File: src/rtl/sm4_pkg.sv
// rtl/sm4_pkg.sv - shared SM4 result-drain widths and FSM state encodings
package sm4_pkg;

    localparam int SM4_BLK_W  = 384;
    localparam int SM4_WORD_W = 32;

    typedef enum logic [1:0] {
        ST_IDLE = 2'd0,
        ST_LOAD = 2'd1,
        ST_SEND = 2'd2
    } sm4_state_e;

endpackage

File: src/rtl/sm4_blk_fifo2.sv
// rtl/sm4_blk_fifo2.sv - two-entry block buffer with push/pop/count/full
module sm4_blk_fifo2 #(
    parameter int W = 384
) (
    input  logic         clk,
    input  logic         rst,
    input  logic         i_push,
    input  logic [W-1:0] i_push_data,
    input  logic         i_pop,
    output logic [W-1:0] o_head,
    output logic [1:0]   o_count,
    output logic         o_full,
    output logic         o_empty
);

    logic [W-1:0] r_mem [2];
    logic         r_wr_ptr;
    logic         r_rd_ptr;
    logic [1:0]   r_count;
    logic         w_push;
    logic         w_pop;

    // a push into a full buffer or a pop from an empty one is ignored
    assign w_push  = i_push && (r_count != 2'd2);
    assign w_pop   = i_pop  && (r_count != 2'd0);
    assign o_head  = r_mem[r_rd_ptr];
    assign o_count = r_count;
    assign o_full  = (r_count == 2'd2);
    assign o_empty = (r_count == 2'd0);

    // payload storage; contents are only meaningful while counted
    always_ff @(posedge clk) begin
        if (w_push) begin
            r_mem[r_wr_ptr] <= i_push_data;
        end
    end

    // pointer and occupancy tracking; simultaneous push and pop keeps count
    always_ff @(posedge clk or posedge rst) begin
        if (rst) begin
            r_wr_ptr <= 1'b0;
            r_rd_ptr <= 1'b0;
            r_count  <= 2'd0;
        end else begin
            if (w_push) r_wr_ptr <= ~r_wr_ptr;
            if (w_pop)  r_rd_ptr <= ~r_rd_ptr;
            case ({w_push, w_pop})
                2'b10:   r_count <= r_count + 2'd1;
                2'b01:   r_count <= r_count - 2'd1;
                default: r_count <= r_count;
            endcase
        end
    end

endmodule

File: src/rtl/sm4_result_drain.sv
// rtl/sm4_result_drain.sv - buffers SM4 result blocks and streams them as words; WORD_SWAP_EN selects LSW-first order
module sm4_result_drain
    import sm4_pkg::*;
#(
    parameter int DATA_W = SM4_BLK_W,
    parameter int OUT_W  = SM4_WORD_W
) (
    input  logic              clk,
    input  logic              rst,
    input  logic [DATA_W-1:0] sm4_dout,
    input  logic              one_round_ok,
    input  logic              all_en_ok,
    output logic [OUT_W-1:0]  m_data,
    output logic              m_valid,
    input  logic              m_ready,
    output logic              m_last,
    output logic              send_ok,
    output logic              out_ok,
    output logic [31:0]       blk_cnt,
    output logic              ovf_err,
    output logic              drain_done
);

    localparam int NWORDS = DATA_W / OUT_W;
    localparam int IDX_W  = (NWORDS > 1) ? $clog2(NWORDS) : 1;
    localparam logic [IDX_W-1:0] LAST_IDX    = IDX_W'(NWORDS - 1);
    localparam logic [IDX_W-1:0] LAST_M1_IDX = IDX_W'((NWORDS > 1) ? NWORDS - 2 : 0);

    sm4_state_e        r_state;
    logic [DATA_W-1:0] r_shift;
    logic [IDX_W-1:0]  r_idx;
    logic              r_aen_hist;
    logic              r_job_end;

    logic [DATA_W-1:0] w_head;
    logic [1:0]        w_count;
    logic              w_full;
    logic              w_empty;
    logic              w_push;
    logic              w_pop;
    logic              w_accept;
    logic              w_last_accept;
    logic [DATA_W-1:0] w_shift_next;

    assign w_push        = one_round_ok && !w_full;
    assign w_accept      = m_valid && m_ready;
    assign w_last_accept = (r_state == ST_SEND) && w_accept && (r_idx == LAST_IDX);
    // the head leaves the buffer the moment the shifter is free to take it
    assign w_pop         = !w_empty && ((r_state == ST_IDLE) || w_last_accept);

`ifdef WORD_SWAP_EN
    assign m_data       = r_shift[OUT_W-1:0];
    assign w_shift_next = {{OUT_W{1'b0}}, r_shift[DATA_W-1:OUT_W]};
`else
    assign m_data       = r_shift[DATA_W-1 -: OUT_W];
    assign w_shift_next = {r_shift[DATA_W-OUT_W-1:0], {OUT_W{1'b0}}};
`endif

    sm4_blk_fifo2 #(.W(DATA_W)) u_fifo (
        .clk         (clk),
        .rst         (rst),
        .i_push      (w_push),
        .i_push_data (sm4_dout),
        .i_pop       (w_pop),
        .o_head      (w_head),
        .o_count     (w_count),
        .o_full      (w_full),
        .o_empty     (w_empty)
    );

    // word-emission FSM: load a block, walk its words under backpressure
    always_ff @(posedge clk or posedge rst) begin
        if (rst) begin
            r_state <= ST_IDLE;
            r_shift <= '0;
            r_idx   <= '0;
            m_valid <= 1'b0;
            m_last  <= 1'b0;
            out_ok  <= 1'b0;
            blk_cnt <= '0;
        end else begin
            out_ok <= 1'b0;
            case (r_state)
                ST_IDLE: begin
                    if (w_pop) begin
                        r_shift <= w_head;
                        r_idx   <= '0;
                        r_state <= ST_LOAD;
                    end
                end
                ST_LOAD: begin
                    m_valid <= 1'b1;
                    m_last  <= (NWORDS == 1);
                    r_state <= ST_SEND;
                end
                ST_SEND: begin
                    if (w_last_accept) begin
                        out_ok  <= 1'b1;
                        blk_cnt <= blk_cnt + 32'd1;
                        m_valid <= 1'b0;
                        m_last  <= 1'b0;
                        if (w_pop) begin
                            r_shift <= w_head;
                            r_idx   <= '0;
                            r_state <= ST_LOAD;
                        end else begin
                            r_state <= ST_IDLE;
                        end
                    end else if (w_accept) begin
                        r_shift <= w_shift_next;
                        r_idx   <= r_idx + 1'b1;
                        m_last  <= (r_idx == LAST_M1_IDX);
                    end
                end
                default: r_state <= ST_IDLE;
            endcase
        end
    end

    // capture acknowledge, overflow and end-of-job tracking
    always_ff @(posedge clk or posedge rst) begin
        if (rst) begin
            send_ok    <= 1'b0;
            ovf_err    <= 1'b0;
            r_aen_hist <= 1'b1;
            r_job_end  <= 1'b0;
            drain_done <= 1'b0;
        end else begin
            send_ok    <= w_push;
            r_aen_hist <= all_en_ok;
            if (one_round_ok && w_full)        ovf_err   <= 1'b1;
            if (r_aen_hist && !all_en_ok)      r_job_end <= 1'b1;
            if (r_job_end && w_empty && (r_state == ST_IDLE)) drain_done <= 1'b1;
        end
    end

endmodule

File: config.mk
export PLATFORM = sky130hd
export DESIGN_NAME = sm4_result_drain
export DESIGN_NICKNAME = d
export VERILOG_FILES = /design/src/rtl/sm4_pkg.sv /design/src/rtl/sm4_blk_fifo2.sv /design/src/rtl/sm4_result_drain.sv
export SDC_FILE = /design/constraint.sdc
export NUM_CORES = 2
export LEC_CHECK = 0
export ABC_AREA = 1
export BUFFER_PORTS_ARGS = -buffer_cell sky130_fd_sc_hd__buf_2
export CAP_MARGIN = 10
export CORE_MARGIN = 2
export CORE_UTILIZATION = 45
export CTS_CLUSTER_DIAMETER = 50
export DETAILED_ROUTE_END_ITERATION = 6
export MAX_ROUTING_LAYER = met4
export SETUP_SLACK_MARGIN = 0.3
export SYNTH_ARGS = -nofsm -noshare
export SYNTH_HDL_FRONTEND = slang
export SYNTH_HIERARCHICAL = 1
export SYNTH_SLANG_ARGS = --single-unit
File: constraint.sdc
create_clock -name clk -period 49.7 [get_ports clk]
set_input_delay 4.97 -clock clk [delete_from_list [all_inputs] [get_ports clk]]
set_output_delay 4.97 -clock clk [all_outputs]
set_load 0.02 [all_outputs]
==> results.json <==
{
  "fillerInstances": 9418,
  "synth-seq-area-share_pct": 69.8,
  "number_of_warning_messages_in_the_yosys_log": 6,
  "post-route-drc-count": 0,
  "first_pass_grt_wire_length_um": 179000,
  "grt_start_max_net_pins": 260,
  "timing.critical_path.from_type": "input pin",
  "hold_violations": 0,
  "worst_slew_margin_rel_pct": 13.5,
  "cpPeakStageDelay_ps": 930,
  "synth_seq_cells": 1202,
  "drt-pass1-iter-count": 5,
  "ys_async_sr_fraction_pct": 36.1,
  "worstMarginPinSlew_ps": 1300,
  "num_io_pins": 459,
  "postSynth.topFlopCell": "edfxtp_1",
  "total_leakage_power_nw": 23.2,
  "hpwlAfterDp_um": 75100,
  "fin_cells": 6334,
  "fp.coreArea_um2": 107000,
  "crit_path_capture_type": "flip-flop",
  "synthesis.nets": 4768,
  "r2r-start": "r_idx[0]$_DFFE_PP0P_",
  "post_drt_via_cell_ratio": 4.88,
  "cts.path.max_buffers": 3,
  "netlist-cell-type-count": 33,
  "worst-r2r-setup-slack_ps": 45280,
  "synth-edff-count": 768,
  "hold_buf_count_cts": 0,
  "max_clock_freq_mhz": 121,
  "final_net_count": 5150,
  "grt_util_all_layers_pct": 22.1,
  "worstSkewPairLatency_ps": 730,
  "period_share_pct": 16.6,
  "route.antenna.remaining_nets": 0,
  "crit_path_start": "m_ready",
  "r2r.worst_path.cells": 11,
  "area_growth_syn_to_fin_pct": 15.7,
  "netlist_instances": 4375,
  "cts-root-buf": "clkbuf_16",
  "critical_path_rt_ps": 50340,
  "die-height_um": 333,
  "routedWlPerCell_um": 18.8,
  "cts_buffers": 139,
  "grt_pass1_vias": 29900,
  "timing_max_transition_violations_final": 0,
  "post_synth_instance_area_um2": 48600,
  "grt_setup_unrepaired": "no",
  "initial_util_pct": 45.4,
  "portBuffers": 458,
  "syn_area_per_cell_um2": 11.1,
  "report.final.setup_viol": 0,
  "numClockSinks": 1202,
  "cp_cell_sequence": "buf_2 > nand2_1 > nor2_4 > nand2_4 > nand2_1 > nand2_4 > nand2_8 > buf_4 > buf_4 > nor2_1 > nor2_1",
  "worst_ir_drop_vdd_v": 0.0000500,
  "r2r-end": "r_shift[153]$_DFFE_PP0P_",
  "clk_transition_reported_paths_ps": 50,
  "row_count": 120,
  "layout.cells.most_common_list": "nor2_1 (1094), edfxtp_1 (768), nand2_1 (545), buf_2 (458), dfrtp_1 (432)",
  "finalSetupTns_ps": 0,
  "maxCapViolations": 0,
  "final.setup_skew_ps": 33.7,
  "min_period_ps": 8270,
  "gp_congestion": 0.849,
  "arrival_ps": 8910,
  "path_max_fanout": 123,
  "power-per-cell-area_nw_per_um2": 63.9,
  "h-tree-depth": 4,
  "detail_route.iter0.violations": 2186,
  "globalRouteOverflowTotal": 0,
  "placed_cells": 6019,
  "min_to": "ovf_err$_DFFE_PP0P_",
  "cts_setup_buffers": 0,
  "routed_wl_um": 119000,
  "vias": 30900,
  "design.die.area_um2": 111000,
  "highest_delay_cell_along_the_critical_path": "buf_4",
  "tritoncts": "built",
  "hold_path.class": "flip-flop to flip-flop",
  "startpoint_to_endpoint_class_of_the_critical_path": "input pin to flip-flop",
  "whs_path_depth": 1,
  "status": "completed",
  "layout.cells.most_common": "nor2_1",
  "postCtsResizedCells": 0,
  "min_from": "ovf_err$_DFFE_PP0P_",
  "number_of_antenna_violations_at_the_first_check_in_global_routing": 66,
  "post_route_cells_drive_above_1_share_pct": 14.6,
  "die_width_um": 333
}
where the power goes:
group	internal, W	switching (W)
combinational	0.000302	0.000715
clock	0.000621	0.000401
sequential	0.00142	0.000133
state kept, by name (all words and copies together), names as in the netlist, 2 cells and up:
register        count
r_shift           384
r_state             2
u_fifo/r_mem      768
blk_cnt            32
u_fifo/o_count      2
r_idx               4
synth_stat cells, types with 3 or more instances:
cell | count | share of area [%]
nor2_1 | 1095 | 8.5
edfxtp_1 | 768 | 47
nand2_1 | 547 | 4.2
dfrtp_1 | 433 | 22
inv_1 | 428 | 3.3
o21bai_1 | 352 | 5.4
o21ai_0 | 236 | 2.4
o21ai_1 | 153 | 1.6
buf_2 | 107 | 1.1
nand3_1 | 53 | 0.55
buf_6 | 49 | 1.1
clkbuf_1 | 48 | 0.37
buf_4 | 37 | 0.57
xnor2_1 | 15 | 0.27
nand4_1 | 10 | 0.13
nor3_1 | 8 | 0.082
xor2_1 | 8 | 0.14
ha_1 | 4 | 0.10
buf_1 | 3 | 0.023
inv_2 | 3 | 0.023
cell type report:
type	instances	area [um2]	share of cell area, %
Sequential cell	1202	33900	60.3
Multi-Input combinational cell	2496	11500	20.5
Clock buffer	193	3910	6.95
Timing Repair Buffer	487	2580	4.60
Tap cell	1403	1760	3.12
Inverter	431	1630	2.90
Clock inverter	62	743	1.32
Antenna cell	60	150	0.267
per-layer routing:
metal	global-route usage, %	share of wire, %
met1	27.4	41
met2	36.1	50
met3	5.15	7.2
met4	6.54	2.1
met5	-	0
cells by family after synthesis:
group	share of synthesized area (%)
buf+inv	6.59
simple gates	13.6
xor+xnor	0.414
flops	69.8
fa+ha+maj	0.103
compound gates	9.53
critical path: cells and delay by family:
family,cells,cell delay (ps)
buffers and inverters,3,1840
AND/OR/NAND/NOR,8,2000
worst max-delay path by stage:
stage | to | slack (ps) | depth (start not counted)
after floorplan | u_fifo/r_mem[1][0]$_DFFE_PP_ | 27380 | 4
after global placement | r_shift[120]$_DFFE_PP0P_ | 40580 | 11
after detailed placement | r_shift[148]$_DFFE_PP0P_ | 40560 | 11
after CTS | r_shift[148]$_DFFE_PP0P_ | 41330 | 11
after global routing | r_shift[153]$_DFFE_PP0P_ | 41060 | 11
final | r_shift[153]$_DFFE_PP0P_ | 41430 | 11
metrics by stage:
stage | setup WS (ps) | util [%] | power, W | instance area [um2] | hold slack (ps)
3_3_place_gp | 40580 | 48.0 | 0.00258 | 51400 | 443
2_1_floorplan | 27380 | - | 0.00242 | 48600 | 440
3_5_place_dp | 40560 | 48.0 | 0.00261 | 51400 | 445
5_1_grt | 41060 | 52.5 | 0.00383 | 56200 | 477
4_1_cts | 41330 | 52.4 | 0.00364 | 56100 | 456
6_report | 41430 | 52.5 | 0.00359 | 56200 | 456
Power figures use the tool's default switching activity.
